### config.mk
export PLATFORM = sky130hd
export DESIGN_NAME = mem_stage
export DESIGN_NICKNAME = d
export VERILOG_FILES = /design/src/rtl/mem_stage_pkg.sv /design/src/rtl/mem_stage_align.sv /design/src/rtl/mem_stage.sv
export SDC_FILE = /design/constraint.sdc
export NUM_CORES = 1
export LEC_CHECK = 0
export BUFFER_PORTS_ARGS = -buffer_cell sky130_fd_sc_hd__clkbuf_2
export CORE_AREA = 2 2 267 269
export DETAILED_ROUTE_END_ITERATION = 8
export DIE_AREA = 0 0 269 271
export PLACE_DENSITY = 0.47
export SYNTH_ARGS = -nofsm -noshare
export SYNTH_HDL_FRONTEND = slang
export SYNTH_SLANG_ARGS = --single-unit
### constraint.sdc
create_clock -name clk -period 7.58 [get_ports clk]
set_input_delay 0.379 -clock clk [delete_from_list [all_inputs] [get_ports clk]]
set_output_delay 0.379 -clock clk [all_outputs]
set_load 0.1 [all_outputs]
### src/rtl/mem_stage_pkg.sv
// Shared definitions for the memory stage: datapath width, funct3 access
// encodings and the access state machine encoding.
package mem_stage_pkg;

    localparam int XLEN = 64;

    // Load/store funct3 encodings (size in [1:0], unsigned flag in [2])
    localparam logic [2:0] F3_B  = 3'b000;
    localparam logic [2:0] F3_H  = 3'b001;
    localparam logic [2:0] F3_W  = 3'b010;
    localparam logic [2:0] F3_D  = 3'b011;
    localparam logic [2:0] F3_BU = 3'b100;
    localparam logic [2:0] F3_HU = 3'b101;
    localparam logic [2:0] F3_WU = 3'b110;

    typedef enum logic [1:0] {
        IDLE = 2'd0,
        REQ  = 2'd1,
        RESP = 2'd2
    } state_t;

endpackage

### src/rtl/mem_stage_align.sv
// Combinational data alignment for the memory stage: misalignment check,
// store byte-lane/mask generation and load shift with sign/zero extension.
module mem_align
    import mem_stage_pkg::*;
(
    input  logic [2:0]      funct3,
    input  logic [2:0]      off,
    input  logic [XLEN-1:0] store_data,
    input  logic [XLEN-1:0] rdata,
    output logic            misalign,
    output logic [7:0]      wmask,
    output logic [XLEN-1:0] wdata,
    output logic [XLEN-1:0] load_data
);

    logic [XLEN-1:0] shifted;

    // Natural-alignment check by access size
    always_comb begin
        misalign = 1'b0;
        case (funct3[1:0])
            2'b01:   misalign = off[0];
            2'b10:   misalign = (off[1:0] != 2'b00);
            2'b11:   misalign = (off != 3'b000);
            default: misalign = 1'b0;
        endcase
    end

    // Store data replicated across lanes; mask selects the addressed lanes
    always_comb begin
        wmask = 8'h00;
        wdata = '0;
        case (funct3[1:0])
            2'b00: begin
                wmask = 8'h01 << off;
                wdata = {8{store_data[7:0]}};
            end
            2'b01: begin
                wmask = 8'h03 << off;
                wdata = {4{store_data[15:0]}};
            end
            2'b10: begin
                wmask = 8'h0F << off;
                wdata = {2{store_data[31:0]}};
            end
            default: begin
                wmask = 8'hFF;
                wdata = store_data;
            end
        endcase
    end

    // Shift the addressed bytes down to bit 0, then extend per funct3
    always_comb begin
        shifted   = rdata >> {off, 3'b000};
        load_data = shifted;
        case (funct3)
            F3_B:    load_data = {{56{shifted[7]}}, shifted[7:0]};
            F3_H:    load_data = {{48{shifted[15]}}, shifted[15:0]};
            F3_W:    load_data = {{32{shifted[31]}}, shifted[31:0]};
            F3_D:    load_data = shifted;
            F3_BU:   load_data = {56'd0, shifted[7:0]};
            F3_HU:   load_data = {48'd0, shifted[15:0]};
            F3_WU:   load_data = {32'd0, shifted[31:0]};
            default: load_data = shifted;
        endcase
    end

endmodule

### src/rtl/mem_stage.sv
// Memory pipeline stage: issues data-memory loads/stores over a valid/ready
// bus, stalls upstream while an access is outstanding, and registers the
// write-back result.
module mem_stage #(
    parameter int XLEN   = 64,
    parameter int ADDR_W = 64
) (
    input  logic              clk,
    input  logic              rst,
    input  logic              exu_valid,
    input  logic [63:0]       exu_pc,
    input  logic [31:0]       exu_instr,
    input  logic [XLEN-1:0]   exu_alu_result,
    input  logic [XLEN-1:0]   exu_snxt_pc,
    input  logic [XLEN-1:0]   exu_data_rs2,
    input  logic [2:0]        exu_funct3,
    input  logic              exu_load_en,
    input  logic              exu_store_en,
    input  logic              exu_wb_alu_en,
    input  logic              exu_wb_spc_en,
    input  logic              exu_wb_en,
    input  logic              exu_ebreak_en,
    input  logic [4:0]        exu_index_rd,
    output logic              dmem_req_valid,
    input  logic              dmem_req_ready,
    output logic              dmem_req_wen,
    output logic [ADDR_W-1:0] dmem_req_addr,
    output logic [XLEN-1:0]   dmem_req_wdata,
    output logic [7:0]        dmem_req_wmask,
    input  logic              dmem_rsp_valid,
    input  logic [XLEN-1:0]   dmem_rsp_rdata,
    output logic              mem_stall,
    output logic              mem_valid,
    output logic              mem_wb_en,
    output logic [4:0]        mem_index_rd,
    output logic [XLEN-1:0]   mem_wb_data,
    output logic              mem_ebreak_en,
    output logic              mem_misalign,
    output logic [63:0]       mem_pc,
    output logic [31:0]       mem_instr
);

    import mem_stage_pkg::*;

    state_t          state;
    logic            misalign;
    logic            ls_misalign;
    logic            mem_op;
    logic [XLEN-1:0] load_data;
    logic [XLEN-1:0] wb_sel;
    logic            unused_wb_alu_en;

    // The ALU result is the default write-back value, so its enable adds no selection
    assign unused_wb_alu_en = exu_wb_alu_en;

    mem_align u_align (
        .funct3     (exu_funct3),
        .off        (exu_alu_result[2:0]),
        .store_data (exu_data_rs2),
        .rdata      (dmem_rsp_rdata),
        .misalign   (misalign),
        .wmask      (dmem_req_wmask),
        .wdata      (dmem_req_wdata),
        .load_data  (load_data)
    );

    assign ls_misalign    = (exu_load_en | exu_store_en) & misalign;
    assign mem_op         = exu_valid & (exu_load_en | exu_store_en) & ~misalign;
    assign dmem_req_valid = (state == REQ);
    assign dmem_req_wen   = exu_store_en;
    assign dmem_req_addr  = {exu_alu_result[ADDR_W-1:3], 3'b000};

    // Write-back value priority: load data, link PC, ALU result; stores and
    // misaligned accesses write back zero
    always_comb begin
        wb_sel = exu_alu_result;
        if (exu_store_en || ls_misalign)
            wb_sel = '0;
        else if (exu_load_en)
            wb_sel = load_data;
        else if (exu_wb_spc_en)
            wb_sel = exu_snxt_pc;
    end

    // Stall while an access is pending; release in the response cycle
    always_comb begin
        mem_stall = 1'b0;
        case (state)
            IDLE:    mem_stall = mem_op;
            REQ:     mem_stall = 1'b1;
            RESP:    mem_stall = ~dmem_rsp_valid;
            default: mem_stall = 1'b0;
        endcase
    end

    // Access state machine with registered write-back outputs
    always_ff @(posedge clk or posedge rst) begin
        if (rst) begin
            state         <= IDLE;
            mem_valid     <= 1'b0;
            mem_wb_en     <= 1'b0;
            mem_index_rd  <= '0;
            mem_wb_data   <= '0;
            mem_ebreak_en <= 1'b0;
            mem_misalign  <= 1'b0;
            mem_pc        <= '0;
            mem_instr     <= '0;
        end else begin
            case (state)
                IDLE: begin
                    if (mem_op) begin
                        state     <= REQ;
                        mem_valid <= 1'b0;
                        mem_wb_en <= 1'b0;
                    end else begin
                        mem_valid     <= exu_valid;
                        mem_wb_en     <= exu_valid & exu_wb_en & ~exu_store_en & ~ls_misalign;
                        mem_index_rd  <= exu_index_rd;
                        mem_wb_data   <= wb_sel;
                        mem_ebreak_en <= exu_ebreak_en;
                        mem_misalign  <= exu_valid & ls_misalign;
                        mem_pc        <= exu_pc;
                        mem_instr     <= exu_instr;
                    end
                end
                REQ: begin
                    mem_valid <= 1'b0;
                    if (dmem_req_ready)
                        state <= RESP;
                end
                RESP: begin
                    if (dmem_rsp_valid) begin
                        state         <= IDLE;
                        mem_valid     <= 1'b1;
                        mem_wb_en     <= exu_wb_en & exu_load_en;
                        mem_index_rd  <= exu_index_rd;
                        mem_wb_data   <= wb_sel;
                        mem_ebreak_en <= exu_ebreak_en;
                        mem_misalign  <= 1'b0;
                        mem_pc        <= exu_pc;
                        mem_instr     <= exu_instr;
                    end else begin
                        mem_valid <= 1'b0;
                    end
                end
                default: state <= IDLE;
            endcase
        end
    end

endmodule

==> flow_summary.rst <==
.. list-table::
   :header-rows: 1

   * - Metric
     - Value
   * - Flop and latch count out of synthesis
     - 171
   * - Synth area leaders
     - sky130_fd_sc_hd__dfrtp_1 37%, sky130_fd_sc_hd__nand2_1 15%, sky130_fd_sc_hd__mux2i_1 9.8%, sky130_fd_sc_hd__buf_4 4.9%, sky130_fd_sc_hd__o21ai_0 3.3%
   * - Effective utilization at floorplan
     - 16.4%
   * - Final critical-path share of the clock period
     - around 50%
   * - TritonCTS clock tree
     - yes
   * - # rows
     - slightly below 100
   * - Worst Hold Margin
     - 0.0754 ns
   * - Result of the run
     - complete, no violations
   * - Filler cells
     - 7,855
   * - Headroom to the max-slew limit
     - 23.0%
   * - Total global routing overflow
     - 0
   * - Routed wire per std cell
     - 22.2 um
   * - Critical Path Start Type
     - input pin
   * - Hold Buf Count CTS
     - 0
   * - Setup fix buffers added after clock tree synthesis
     - 0
   * - Total power per unit cell area
     - 536 nW/um^2
   * - Number of nets in the final layout
     - 2,324
   * - CP Data Arrival Time
     - 4.29 ns
   * - Crit-path max cell delay
     - 0.91 ns
   * - Final WS setup
     - 3.70 ns
   * - Number of gates on the worst path with buffers counted
     - 12
   * - GRT Resource Usage Total
     - 17.0%
   * - Classification of the worst-slack hold path
     - input pin to async pin
   * - Final weighted congestion in routability-driven placement
     - approximately 0.88
   * - Die span in x
     - about 270 um
   * - Synth async-reset ratio
     - 100%
   * - Final number of hold-violating endpoints
     - 0
   * - Worst supply voltage drop on vdd
     - approximately 0.00028 V
   * - Post-synth top area share
     - 37.4%
   * - Leakage power figure
     - 8.34 nW
   * - DP Worst Slack
     - 3.19 ns
   * - Setup tns final
     - 0 ns
   * - Synth area leader
     - sky130_fd_sc_hd__dfrtp_1
   * - Crit path launch
     - exu_funct3[0]
   * - Share of final-layout standard cells stronger than drive strength 1
     - 39.7%
   * - Count of flip-flops with a built-in enable after synthesis
     - 0
   * - Clock transition at the registers of the reported paths
     - approximately 0.08 ns
   * - Total number of H-tree levels
     - 4
   * - Worst Setup End Kind
     - register
   * - Critical path, cell by cell
     - clkbuf_2 -> inv_1 -> ha_1 -> buf_4 -> nor3_1 -> a2111oi_4 -> buf_4 -> o31ai_4 -> buf_4 -> buf_4 -> nand2_1 -> nand2_1
   * - Critical Path End
     - mem_pc[26]
   * - Gate family responsible for the most delay along the worst path
     - buffers and inverters
   * - Number of sinks on the clock net
     - ~170
   * - Actual slew at the worst max-slew pin
     - 1.15 ns
   * - DIE HEIGHT
     - 271 um
   * - Primary FF master, synth
     - sky130_fd_sc_hd__dfrtp_1
   * - Via count of the first global-routing pass
     - 12.2k
   * - Upper clock frequency limit
     - between 200 and 300 MHz
   * - Combined area of all synthesized cells
     - approximately 11,000 um^2
   * - Commonest cells in the netlist
     - 453 x sky130_fd_sc_hd__nand2_1, 171 x sky130_fd_sc_hd__dfrtp_1, 112 x sky130_fd_sc_hd__mux2i_1, 76 x sky130_fd_sc_hd__o21ai_0, 75 x sky130_fd_sc_hd__nor2_1
   * - Number of cells on the worst reg-to-reg path
     - 8
   * - Count of yosys warnings during synthesis
     - 0
   * - Setup Viol. Count Final
     - 0
   * - Number of ports placed on the die boundary
     - 679
   * - Router iterations before antenna repair
     - 5
   * - Cell at the root of the clock tree
     - sky130_fd_sc_hd__clkbuf_16
   * - Post-cts gate resize count
     - 0
   * - Latest clock arrival within the worst-skew pair
     - 0.49 ns
   * - CP Class
     - input pin to register
   * - Dominant cell by count in the synthesized netlist
     - sky130_fd_sc_hd__nand2_1
   * - Maxcap violations
     - 0
   * - Unrepaired setup endpoints after global routing
     - false
   * - First-pass GRT wire length
     - about 88,000 um
   * - Syn Inst Count
     - roughly 1.4k
   * - Final critical-path required period
     - 3.88 ns
   * - Total clock buffers created by CTS
     - 17
   * - Via-to-Cell Ratio
     - 4.34
   * - Critical path fanouts, max
     - 90
   * - Distinct cell type count of the synthesized netlist
     - 55
   * - Pin count of the biggest net entering global routing
     - 117
   * - Max Buffers Root-to-Sink
     - 2
   * - Worst r2r src
     - state[0]
   * - Required time worst endpoint
     - 7.99 ns
   * - Initial drt markers
     - 914
   * - Number of nets still failing antenna checks after routing
     - 0
   * - HPWL reported at the end of detailed placement
     - 51,900 um
   * - Mean instance size in the synthesized netlist
     - 8.13 um^2
   * - Utilization of the core after routing
     - a little under a quarter
   * - Floorplan die area
     - 72,900 um^2
   * - DRC Markers
     - 0
   * - Setup clock skew after layout
     - 0.0312 ns
   * - Total core area
     - 69,800 um^2
   * - Sequential share of the synthesized area
     - 37.4%
   * - Count of buffering cells on the critical path with inverters included
     - 6
   * - Area added between synthesis and finish
     - 38.8%
   * - Vias
     - 12.6k
   * - CP most frequent cell
     - sky130_fd_sc_hd__buf_4
   * - Slack of the worst reg-to-reg path
     - around 4.1 ns
   * - Sum of routed wire length over all layers
     - 64,500 um
   * - Port Buf Inserts
     - approximately 670
   * - Final Max Tran Viols
     - 0
   * - Crit-path slowest cell
     - sky130_fd_sc_hd__buf_4
   * - Initial antenna violation count
     - 14
   * - Reg-to-reg endpoint
     - mem_pc[26]
## layer usage
metal | up-vias | global-route usage [%] | wire (um)
li1 | 5895 | - | -
met1 | 5946 | 19.3 | 24800
met2 | 660 | 31.2 | 33400
met3 | 79 | 3.74 | 4810
met4 | 12 | 5.50 | 1380
met5 | - | 0 | 69
## through the flow
stage | area [um^2] | cells | power (mW)
after global placement | 15200 | 2863 | 7.60
final | 15900 | 2900 | 8.51
after floorplan | 11400 | 1409 | 6.42
after detailed placement | 15200 | 2863 | 7.61
after global routing | 15900 | 2900 | 8.91
after CTS | 15900 | 2895 | 8.63
## registers in the layout (all words and copies together), names as in the netlist, 2 cells and up
signal        flops
mem_index_rd      5
mem_instr        32
mem_pc           64
mem_wb_data      64
state             2
## cells by family after synthesis
logic type | count (synthesis) | share of synthesized area (%)
compound gates | 257 | 15.7
fa+ha+maj | 11 | 1.20
simple gates | 630 | 22.3
other cells | 1 | 0.0328
mux | 143 | 14.1
flops | 171 | 37.4
buf+inv | 194 | 9.20
## cells in the final DEF (no fill, tap or decap), types with 5 or more instances in the layout
cell                        netlist  routed
sky130_fd_sc_hd__clkbuf_2         2     672
sky130_fd_sc_hd__nand2_1        453     453
sky130_fd_sc_hd__dfrtp_1        171     171
sky130_fd_sc_hd__mux2i_1        112     112
sky130_fd_sc_hd__o21ai_0         76      76
sky130_fd_sc_hd__nor2_1          75      74
sky130_fd_sc_hd__nand3_1         60      60
sky130_fd_sc_hd__a221oi_1        32      32
sky130_fd_sc_hd__a21oi_1         26      25
sky130_fd_sc_hd__a22oi_1         24      24
sky130_fd_sc_hd__buf_4           74      24
sky130_fd_sc_hd__mux2_2          18      18
sky130_fd_sc_hd__o22ai_1         17      17
sky130_fd_sc_hd__clkbuf_16        0      17
sky130_fd_sc_hd__a22o_1          16      16
sky130_fd_sc_hd__mux4_2          13      13
sky130_fd_sc_hd__o221ai_1        13      13
sky130_fd_sc_hd__nor3_1          13      12
sky130_fd_sc_hd__inv_1           11      10
sky130_fd_sc_hd__o211ai_1        10      10
sky130_fd_sc_hd__ha_1            11      10
sky130_fd_sc_hd__a221o_1          8       8
sky130_fd_sc_hd__a21boi_0         8       8
sky130_fd_sc_hd__nor2b_1          8       8
sky130_fd_sc_hd__clkinv_8         0       6
sky130_fd_sc_hd__diode_2          0       5
sky130_fd_sc_hd__a211oi_1         6       5
## report_power, final
group          switching, mW  internal (mW)  leakage (nW)  total [mW]
registers              0.240           1.37          2.16        1.61
clock network          0.476          0.512         0.315       0.987
logic                   5.08          0.835          5.87        5.92
## worst min path at each step
stage | from | endpoint | slack, ns | cells past startpoint
3_5_place_dp | mem_pc[25] | mem_pc[25] | 0.46 | 2
5_1_grt | exu_pc[9] | mem_pc[9] | 0.05 | 3
2_1_floorplan | exu_ebreak_en | mem_ebreak_en | 0.48 | 2
3_3_place_gp | mem_misalign | mem_misalign | 0.46 | 2
4_1_cts | exu_pc[15] | mem_pc[15] | 0.04 | 3
6_report | rst | mem_instr[22] | 0.08 | 2
## cell type report
type	instances	area (um^2)	area share [%]
Sequential cell	171	4280	26.9
Inverter	11	48.8	0.307
Antenna cell	5	12.5	0.0788
Multi-Input combinational cell	1044	6170	38.8
Tap cell	940	1180	7.40
Clock buffer	17	425	2.68
Timing Repair Buffer	697	3550	22.3
Clock inverter	15	226	1.43
(Power assumes the default switching activity.)
